$ cat src/rtl/aoi2n2_sched_pkg.sv
// Shared types and helpers for the AOI2N2 round-robin scheduler.
// Z = ~((A&B) | ~(C|D)) evaluated on a 4-bit operand {A,B,C,D}.
package aoi2n2_sched_pkg;

    // Output slot occupancy
    typedef enum logic {
        ST_EMPTY = 1'b0,
        ST_FULL  = 1'b1
    } sched_state_t;

    localparam int unsigned DEF_NUM_REQ = 4;

    // abcd = {A,B,C,D}, A is the MSB
    function automatic logic aoi2n2_eval(input logic [3:0] abcd);
        return ~((abcd[3] & abcd[2]) | ~(abcd[1] | abcd[0]));
    endfunction

endpackage

$ cat src/rtl/rr_arbiter.sv
// Round-robin arbiter: scans upward from LAST+1 (wrapping) and grants
// the first requester found. GNT is one-hot, or zero when EN is low.
module rr_arbiter #(
    parameter int unsigned NUM_REQ = 4,
    localparam int unsigned ID_W   = $clog2(NUM_REQ)
) (
    input  logic [NUM_REQ-1:0] REQ,
    input  logic [ID_W-1:0]    LAST,
    input  logic               EN,
    output logic [NUM_REQ-1:0] GNT
);

    logic            found;
    logic [ID_W-1:0] pos;

    // Priority scan starting just after the last winner
    always_comb begin
        GNT   = '0;
        found = 1'b0;
        pos   = '0;
        for (int unsigned k = 1; k <= NUM_REQ; k++) begin
            pos = ID_W'((32'(LAST) + k) % NUM_REQ);
            if (EN && !found && REQ[pos]) begin
                GNT[pos] = 1'b1;
                found    = 1'b1;
            end
        end
    end

endmodule

$ cat src/rtl/aoi2n2_rr_scheduler.sv
// Round-robin scheduler sharing one AOI2N2 evaluator among NUM_REQ
// requesters, with a one-deep registered, ID-tagged result slot.
// Optional macro AOI2N2_GRANT_CNT_EN adds a saturating transfer
// counter on port GRANT_CNT (width CNT_W).
module aoi2n2_rr_scheduler
    import aoi2n2_sched_pkg::*;
#(
    parameter int unsigned NUM_REQ = DEF_NUM_REQ,
    parameter int unsigned ID_W    = $clog2(NUM_REQ)
`ifdef AOI2N2_GRANT_CNT_EN
    ,
    parameter int unsigned CNT_W   = 16
`endif
) (
    input  logic                 CP,
    input  logic                 RST,
    input  logic [NUM_REQ-1:0]   REQ_VALID,
    input  logic [4*NUM_REQ-1:0] REQ_DATA,
    output logic [NUM_REQ-1:0]   REQ_READY,
    output logic                 OUT_VALID,
    output logic                 OUT_Z,
    output logic [ID_W-1:0]      OUT_ID,
    input  logic                 OUT_READY
`ifdef AOI2N2_GRANT_CNT_EN
    ,
    output logic [CNT_W-1:0]     GRANT_CNT
`endif
);

    sched_state_t        state_q, state_d;
    logic [ID_W-1:0]     last_q;
    logic [NUM_REQ-1:0]  gnt;
    logic                free;
    logic                arb_en;
    logic                xfer;
    logic [ID_W-1:0]     sel_id;
    logic [3:0]          sel_data;

    rr_arbiter #(
        .NUM_REQ (NUM_REQ)
    ) u_arb (
        .REQ  (REQ_VALID),
        .LAST (last_q),
        .EN   (arb_en),
        .GNT  (gnt)
    );

    // Slot availability, handshake outputs and grant decode
    always_comb begin
        OUT_VALID = (state_q == ST_FULL);
        free      = !OUT_VALID || OUT_READY;
        arb_en    = free && !RST;
        REQ_READY = gnt;
        xfer      = |gnt;
        sel_id    = '0;
        sel_data  = '0;
        for (int unsigned i = 0; i < NUM_REQ; i++) begin
            if (gnt[i]) begin
                sel_id   = ID_W'(i);
                sel_data = 4'(REQ_DATA >> (4 * i));
            end
        end
    end

    // Next occupancy: fill on accept, empty only on drain without accept
    always_comb begin
        state_d = state_q;
        case (state_q)
            ST_EMPTY: if (xfer) state_d = ST_FULL;
            ST_FULL:  if (OUT_READY && !xfer) state_d = ST_EMPTY;
            default:  state_d = ST_EMPTY;
        endcase
    end

    // Occupancy register
    always_ff @(posedge CP) begin
        if (RST) state_q <= ST_EMPTY;
        else     state_q <= state_d;
    end

    // Result register and round-robin pointer, updated only on transfer
    always_ff @(posedge CP) begin
        if (RST) begin
            OUT_Z  <= 1'b0;
            OUT_ID <= '0;
            last_q <= ID_W'(NUM_REQ - 1);
        end else if (xfer) begin
            OUT_Z  <= aoi2n2_eval(sel_data);
            OUT_ID <= sel_id;
            last_q <= sel_id;
        end
    end

`ifdef AOI2N2_GRANT_CNT_EN
    // Saturating count of transfers
    always_ff @(posedge CP) begin
        if (RST)                        GRANT_CNT <= '0;
        else if (xfer && GRANT_CNT != '1) GRANT_CNT <= GRANT_CNT + 1'b1;
    end
`endif

endmodule

$ cat config.mk
export PLATFORM = sky130hd
export DESIGN_NAME = aoi2n2_rr_scheduler
export DESIGN_NICKNAME = d
export VERILOG_FILES = /design/src/rtl/aoi2n2_sched_pkg.sv /design/src/rtl/rr_arbiter.sv /design/src/rtl/aoi2n2_rr_scheduler.sv
export SDC_FILE = /design/constraint.sdc
export NUM_CORES = 1
export LEC_CHECK = 0
export ABC_AREA = 1
export ABC_CLOCK_PERIOD_IN_PS = 3100
export CAP_MARGIN = 15
export CORE_MARGIN = 2
export CORE_UTILIZATION = 32
export DETAILED_ROUTE_END_ITERATION = 10
export PLACE_DENSITY = 0.72
export SLEW_MARGIN = 20
export SYNTH_ARGS = -nofsm -noshare
export SYNTH_HDL_FRONTEND = slang
export SYNTH_SLANG_ARGS = --single-unit
$ cat constraint.sdc
create_clock -name CP -period 3.1 [get_ports CP]
set_clock_uncertainty 0.2 [all_clocks]
set_input_delay 0.465 -clock CP [delete_from_list [all_inputs] [get_ports CP]]
set_output_delay 0.465 -clock CP [all_outputs]
set_load 0.01 [all_outputs]
==> results.txt, run 1 <==
CTS hold repair buffers: 0
Critical R2R Launch: last_q[0]
DP Area: 0.00117 mm^2
Core Rows: 18
FMAX: 339 MHz
Worst Hold Depth: 2
Drc violations: 0
WL/cell: 11.0 um
Synth area leader: nand2_1
Clk_lat worst skew: 0.24 ns
Least-Margin Pin Slew: 0.271 ns
I/O pins: 31
CTS tree: built
Core area: 0.00243 mm^2
Drt first pass iters: 4
Final Core Density: 50.5%
Hold path startpoint: OUT_ID[1]
DIE HEIGHT: 54.2 um
Share of the synthesized area in the top cell type: 15.8%
Switching share of total power: 51.4%
TritonCTS buffer count: 3
RSZ-0062 raised after global routing: false
Vias: 912
Post-Route WL: 2090 um
Remaining Overflow, GRT: 0
Hold Crit Class: flip-flop to flip-flop
Synth unique cells: 22
Clock power frac: 7.8%
Post-Synthesis Cells: 123
Maximum VDD drop: 0.523 mV
R2r setup slk: 0.81 ns
Antenna-violating nets left: 0
Horiz. Die Dim: 54.2 um
Crit path required time: 2.43 ns
Clock Pin Slew Worst Setup and Hold Paths: 0.04 ns
Fin Setup TNS: 0 ns
Status: completed
Period minus WS final: 2.95 ns
Fin. max-slew vios: 0
Internal power: 0.425 mW
Layout cells sized above 1: 26.9%
Hold WS: 0.260 ns
Yosys reg bits: 6
Worst Setup SP: last_q[0]
Psw: 0.450 mW
Routability cong.: 0.825
Avg Cell Area, Syn: 6.55 um^2
GR Util All Layers: 14.3%
Clock Root Buffer: clkbuf_4
Commonest non-fill, non-tap cell in the layout: nand2_1
Reg2Reg Depth: 16
Initial Utilization: 33.1%
Final Hold Violating Endpoints: 0
H-tree Lvls: 1
Vias in the first global route: 832
1st-iter DRT viols: 15
Critical path arrival: 2.28 ns
Global-route wire length before repair: 3130 um
Worst-case clock buffer depth: 2
Worst-path fanout max: 9
Max_cap viols: 0
Area grow syn2layout: 52.5%
Sequential Power Share: 13.4%
Most frequent cells in the layout: nand2_1 (34), clkdlybuf4s50_1 (27), nand3_2 (11), nand3_1 (9), nor2_1 (9)
Critical Path Source Type: flip-flop
Max_slew headroom: 81.8%
CTS sink cnt: 6
Ys Warns: 0
Design area: 0.00123 mm^2
Syn_nets: 153
Layout Nets: 192
Post-synthesis sequential area ratio: 14.9%
Die ar.: 0.00294 mm^2
Initial antenna violation count: 0
Pleak: 0.662 nW
Via density: 4.80
Logic pwr share: 78.9%
Post-Synthesis Cell Area: 806 um^2
Reg-to-Reg End: OUT_VALID
ANT cells: 0
Largest net degree at the start of global routing: 10
Pwr Density: 712 mW/mm^2
Ranking of synthesized cells by area: nand2_1 (16%), dfxtp_1 (15%), nand3_2 (12%), ha_1 (11%), nand3_1 (6.2%)
Hold endpoint: OUT_ID[1]
Setup CP Type: flip-flop to output pin
CP Capture Type: output pin
PortBufs: 30
Final setup viols: 0
Final HPWL DP: 1700 um
Period Utilization, post-route: 95.1%
critical path: stages, from the launching register on:
cell and delay (ns):
dfxtp_1 0.37, inv_4 0.09, ha_4 0.26, inv_1 0.07, nand3_1 0.09, nand2_2 0.13, nand2_4 0.09, nor2_8 0.17
nand3_2 0.13, nand3_2 0.11, clkdlybuf4s50_1 0.54
routing by layer:
metal | GRT usage [%] | share of wire [%] | up-vias
li1 | - | - | 475
met1 | 16.6 | 42 | 404
met2 | 26.3 | 49 | 29
met3 | 3.61 | 7.1 | 4
met4 | 2.50 | 1.5 | 0
met5 | 0 | 0 | -
how the worst max path moves through the flow:
stage,to,slack [ns],cells past startpoint
finish,REQ_READY[2],0.15,10
global route,REQ_READY[2],0.06,10
CTS,REQ_READY[3],0.005,12
detailed placement,REQ_READY[3],0.1,10
global placement,REQ_READY[3],0.13,10
floorplan,REQ_READY[3],0.80,11
power by group through the flow:
stage	clock, mW	sequential [mW]	combinational, mW
final	0.0680	0.117	0.690
after global placement	0	0.116	0.650
after floorplan	0	0.132	0.444
after global routing	0.0764	0.119	0.764
after CTS	0.0706	0.115	0.673
after detailed placement	0	0.116	0.667
cell usage after synthesis (all sizes together):
master / n
nor2: 16
clkinv: 1
a21oi: 9
nand3b: 1
o21ai: 3
ha: 7
and2: 1
inv: 15
o211ai: 2
dfxtp: 6
nand2: 41
nand4: 1
nand3: 20
stage by stage:
stage	worst slack (ns)	instances	total power, mW
2_1_floorplan	0.801	123	0.576
6_report	0.152	190	0.875
3_5_place_dp	0.0987	187	0.783
4_1_cts	0.00495	190	0.859
5_1_grt	0.0640	190	0.960
3_3_place_gp	0.131	187	0.767
cells by family after synthesis:
kind of cell,after synthesis,share of synthesized area [%]
AO/OA/AOI/OAI,14,10.2
adder cells (fa/ha/maj),7,10.9
buffers and inverters,16,7.45
flip-flops,6,14.9
AND/OR/NAND/NOR,80,56.5
final cells by class:
cell class              count  area [um^2]
inverters                  16         62.6
fillers                   256         1200
clock buffers               3         22.5
repair buffers             34          338
multi-input cells         101          648
flip-flops and latches      6          120
well taps                  30         37.5
state kept, by name (all words and copies together) (netlist names):
register	flops
OUT_ID	2
OUT_Z	1
last_q	2
OUT_VALID	1
what timing repair did:
item | in CTS | in global routing
gates resized for setup | 0 | 7
setup buffers | 0 | 0
endpoints found under the hold margin | 0 | 0
endpoints found under the setup margin | 0 | 4
No activity file was read; power rests on OpenSTA's default activity.
==> inputs of run 2 (changes only) <==
- CELL_PAD_IN_SITES_DETAIL_PLACEMENT: not set -> 0
- CELL_PAD_IN_SITES_GLOBAL_PLACEMENT: not set -> 1
- CORE_UTILIZATION: 32 -> 29
- PLACE_DENSITY: 0.72 -> 0.89
==> run 2 against run 1 <==
  * Power down 1.8%
  * Critical path type unchanged
  * Final area down 0.92%
  * First-iteration DRC count down 73%
  * Sequential cell count unchanged
  * Worst hold slack better by 0.0013 ns
==> results.txt, run 2 (synthesized netlist as in run 1, its figures left out) <==
Period minus WS final: 2.95 ns (+0.00348 ns)
FMAX: 339 MHz (-0.12%)
GR Util All Layers: 13.5% (-0.80 points)
CTS tree: built
Critical R2R Launch: last_q[0]
Worst-path cell chain: inv_2 -> ha_4 -> inv_1 -> nand3_1 -> nand2_2 -> nand2_4 -> nor2_2 -> nand2_1 -> nand2_1 -> inv_2 -> nand3_2 -> clkdlybuf4s50_1
Pwr Density: 706 mW/mm^2 (-0.85%)
Slowest CP cell: clkdlybuf4s50_1
Crit path required time: 2.43 ns (about the same)
Worst-path fanout max: 9 (unchanged)
Antenna-violating nets left: 0 (unchanged)
H-tree Lvls: 1 (unchanged)
Max_slew headroom: 83.7% (+1.8 points)
Core Rows: 19 (+1)
Initial antenna violation count: 0 (unchanged)
Final Hold Violating Endpoints: 0 (unchanged)
Clock Root Buffer: clkbuf_4
Final Total Pwr: 0.860 mW (-1.8%)
Critical path arrival: 2.29 ns (about the same)
Final setup viols: 0 (unchanged)
Reg2Reg Depth: 16 (unchanged)
DIE HEIGHT: 56.7 um (+4.7%)
Slowest cell delay on critical path: 0.53 ns (about the same)
Final HPWL DP: 1720 um (+1.0%)
TritonCTS buffer count: 3 (unchanged)
R2r setup slk: 0.85 ns (+0.04 ns)
Area grow syn2layout: 51.1%
Register area: 120 um^2 (unchanged)
Horiz. Die Dim: 56.7 um (+4.7%)
Vias in the first global route: 873 (+4.9%)
Layout Nets: 192 (unchanged)
Multi-input gate area: 638 um^2 (-1.5%)
Period Utilization, post-route: 95.2% (+0.11 points)
Vias: 878 (-3.7%)
Commonest non-fill, non-tap cell in the layout: nand2_1
Post-Route WL: 2020 um (-3.1%)
Clk_lat worst skew: 0.25 ns (about the same)
Setup CP Type: flip-flop to output pin
# fillers: 271 (+5.9%)
Fin. max-slew vios: 0 (unchanged)
Fin Setup TNS: 0 ns (unchanged)
Status: completed
Initial Utilization: 30.0% (-3.1 points)
Core area: 0.00269 mm^2 (+10%)
Least-Margin Pin Slew: 0.244 ns (-0.0276 ns)
Inst Count DP: 188 (+0.53%)
Worst-case clock buffer depth: 2 (unchanged)
Largest net degree at the start of global routing: 10 (unchanged)
Maximum VDD drop: 0.414 mV (-21%)
Remaining Overflow, GRT: 0 (unchanged)
Via density: 4.60 (-4.2%)
Pleak: 0.662 nW (about the same)
Fin cells: 191 (+0.53%)
PortBufs: 30 (unchanged)
Max_cap viols: 0 (unchanged)
Largest registers: OUT_ID x2, last_q x2
Drt first pass iters: 2 (-2)
Worst Hold Depth: 2 (unchanged)
Global-route wire length before repair: 3530 um (+13%)
Clock Pin Slew Worst Setup and Hold Paths: 0.05 ns (about the same)
Reg-to-Reg End: OUT_VALID
Critical Path Source Type: flip-flop
RSZ-0062 raised after global routing: false
Routability cong.: 0.876 (+6.2%)
Hold endpoint: OUT_ID[1]
WL/cell: 10.6 um (-3.6%)
Hold Crit Class: flip-flop to flip-flop
Hold path startpoint: OUT_ID[1]
I/O pins: 31 (unchanged)
Die ar.: 0.00322 mm^2 (+9.6%)
Layout cells sized above 1: 26.3% (-0.62 points)
CP Capture Type: output pin
Most frequent cells in the layout: nand2_1 (34), clkdlybuf4s50_1 (27), nand3_2 (10), nand3_1 (10), nor2_1 (9)
Drc violations: 0 (unchanged)
Hold WS: 0.262 ns (+0.00131 ns)
1st-iter DRT viols: 4 (-11)
CTS sink cnt: 6 (unchanged)
ANT cells: 0 (unchanged)
run 2: cell types whose count changed in the layout (fill, tap and decap cells not counted):
cell | previous run | this run
nor2_2 | 3 | 4
inv_2 | 6 | 7
nand3_1 | 9 | 10
inv_4 | 1 | 0
nor2_4 | 3 | 2
nand3_2 | 11 | 10
run 2: stage by stage:
| stage | cell area [um^2] | setup slack [ns] | util (%) |
|---|---|---|---|
| after floorplan | 806 | 0.801 | - |
| after global placement | 1170 | 0.137 | 43.7 |
| after detailed placement | 1170 | 0.104 | 43.7 |
| after CTS | 1200 | 0.00868 | 44.6 |
| after global routing | 1220 | 0.0181 | 45.3 |
| final | 1220 | 0.148 | 45.3 |
run 2: report_power, final:
| part | internal [mW] | switching [mW] | total, mW |
|---|---|---|---|
| clock network | 0.0439 | 0.0293 | 0.0731 |
| registers | 0.102 | 0.0126 | 0.115 |
| logic | 0.276 | 0.396 | 0.672 |
run 2: area by class of cell:
cell class	count	area share, %
multi-input combinational	101	52.4
timing repair buffer	34	27.7
sequential	6	9.87
inverter	16	4.93
tap	31	3.19
clock buffer	3	1.85
run 2: layer usage:
metal / up-vias / GRT usage (%) / part of all wire (%)
met5: - / 0 / 0
met4: 0 / 5.10 / 0.74
met3: 2 / 2.53 / 4.7
met2: 18 / 22.8 / 49
met1: 385 / 16.8 / 46
li1: 473 / - / -
run 2: what timing repair did:
action | 4_1_cts | 5_1_grt
hold buffers | 0 | 0
endpoints found under the setup margin | 0 | 4
buffers inserted | 0 | 0
gates resized for setup | 0 | 4
run 2: how the worst max path moves through the flow:
| stage | from | end | slack (ns) | cells after the start |
|---|---|---|---|---|
| after floorplan | last_q[0] | REQ_READY[3] | 0.80 | 11 |
| after global placement | OUT_READY | REQ_READY[3] | 0.14 | 10 |
| after detailed placement | OUT_READY | REQ_READY[3] | 0.10 | 10 |
| after CTS | last_q[0] | REQ_READY[3] | 0.009 | 12 |
| after global routing | last_q[0] | REQ_READY[2] | 0.02 | 12 |
| final | last_q[0] | REQ_READY[2] | 0.15 | 12 |
run 2: critical path, delay by kind of cell, from the launching register on:
| family | cells | cell delay [ns] |
|---|---|---|
| buffers and inverters | 4 | 0.82 |
| AND/OR/NAND/NOR | 7 | 0.66 |
| flip-flops | 1 | 0.31 |
| adder cells (fa/ha/maj) | 1 | 0.25 |
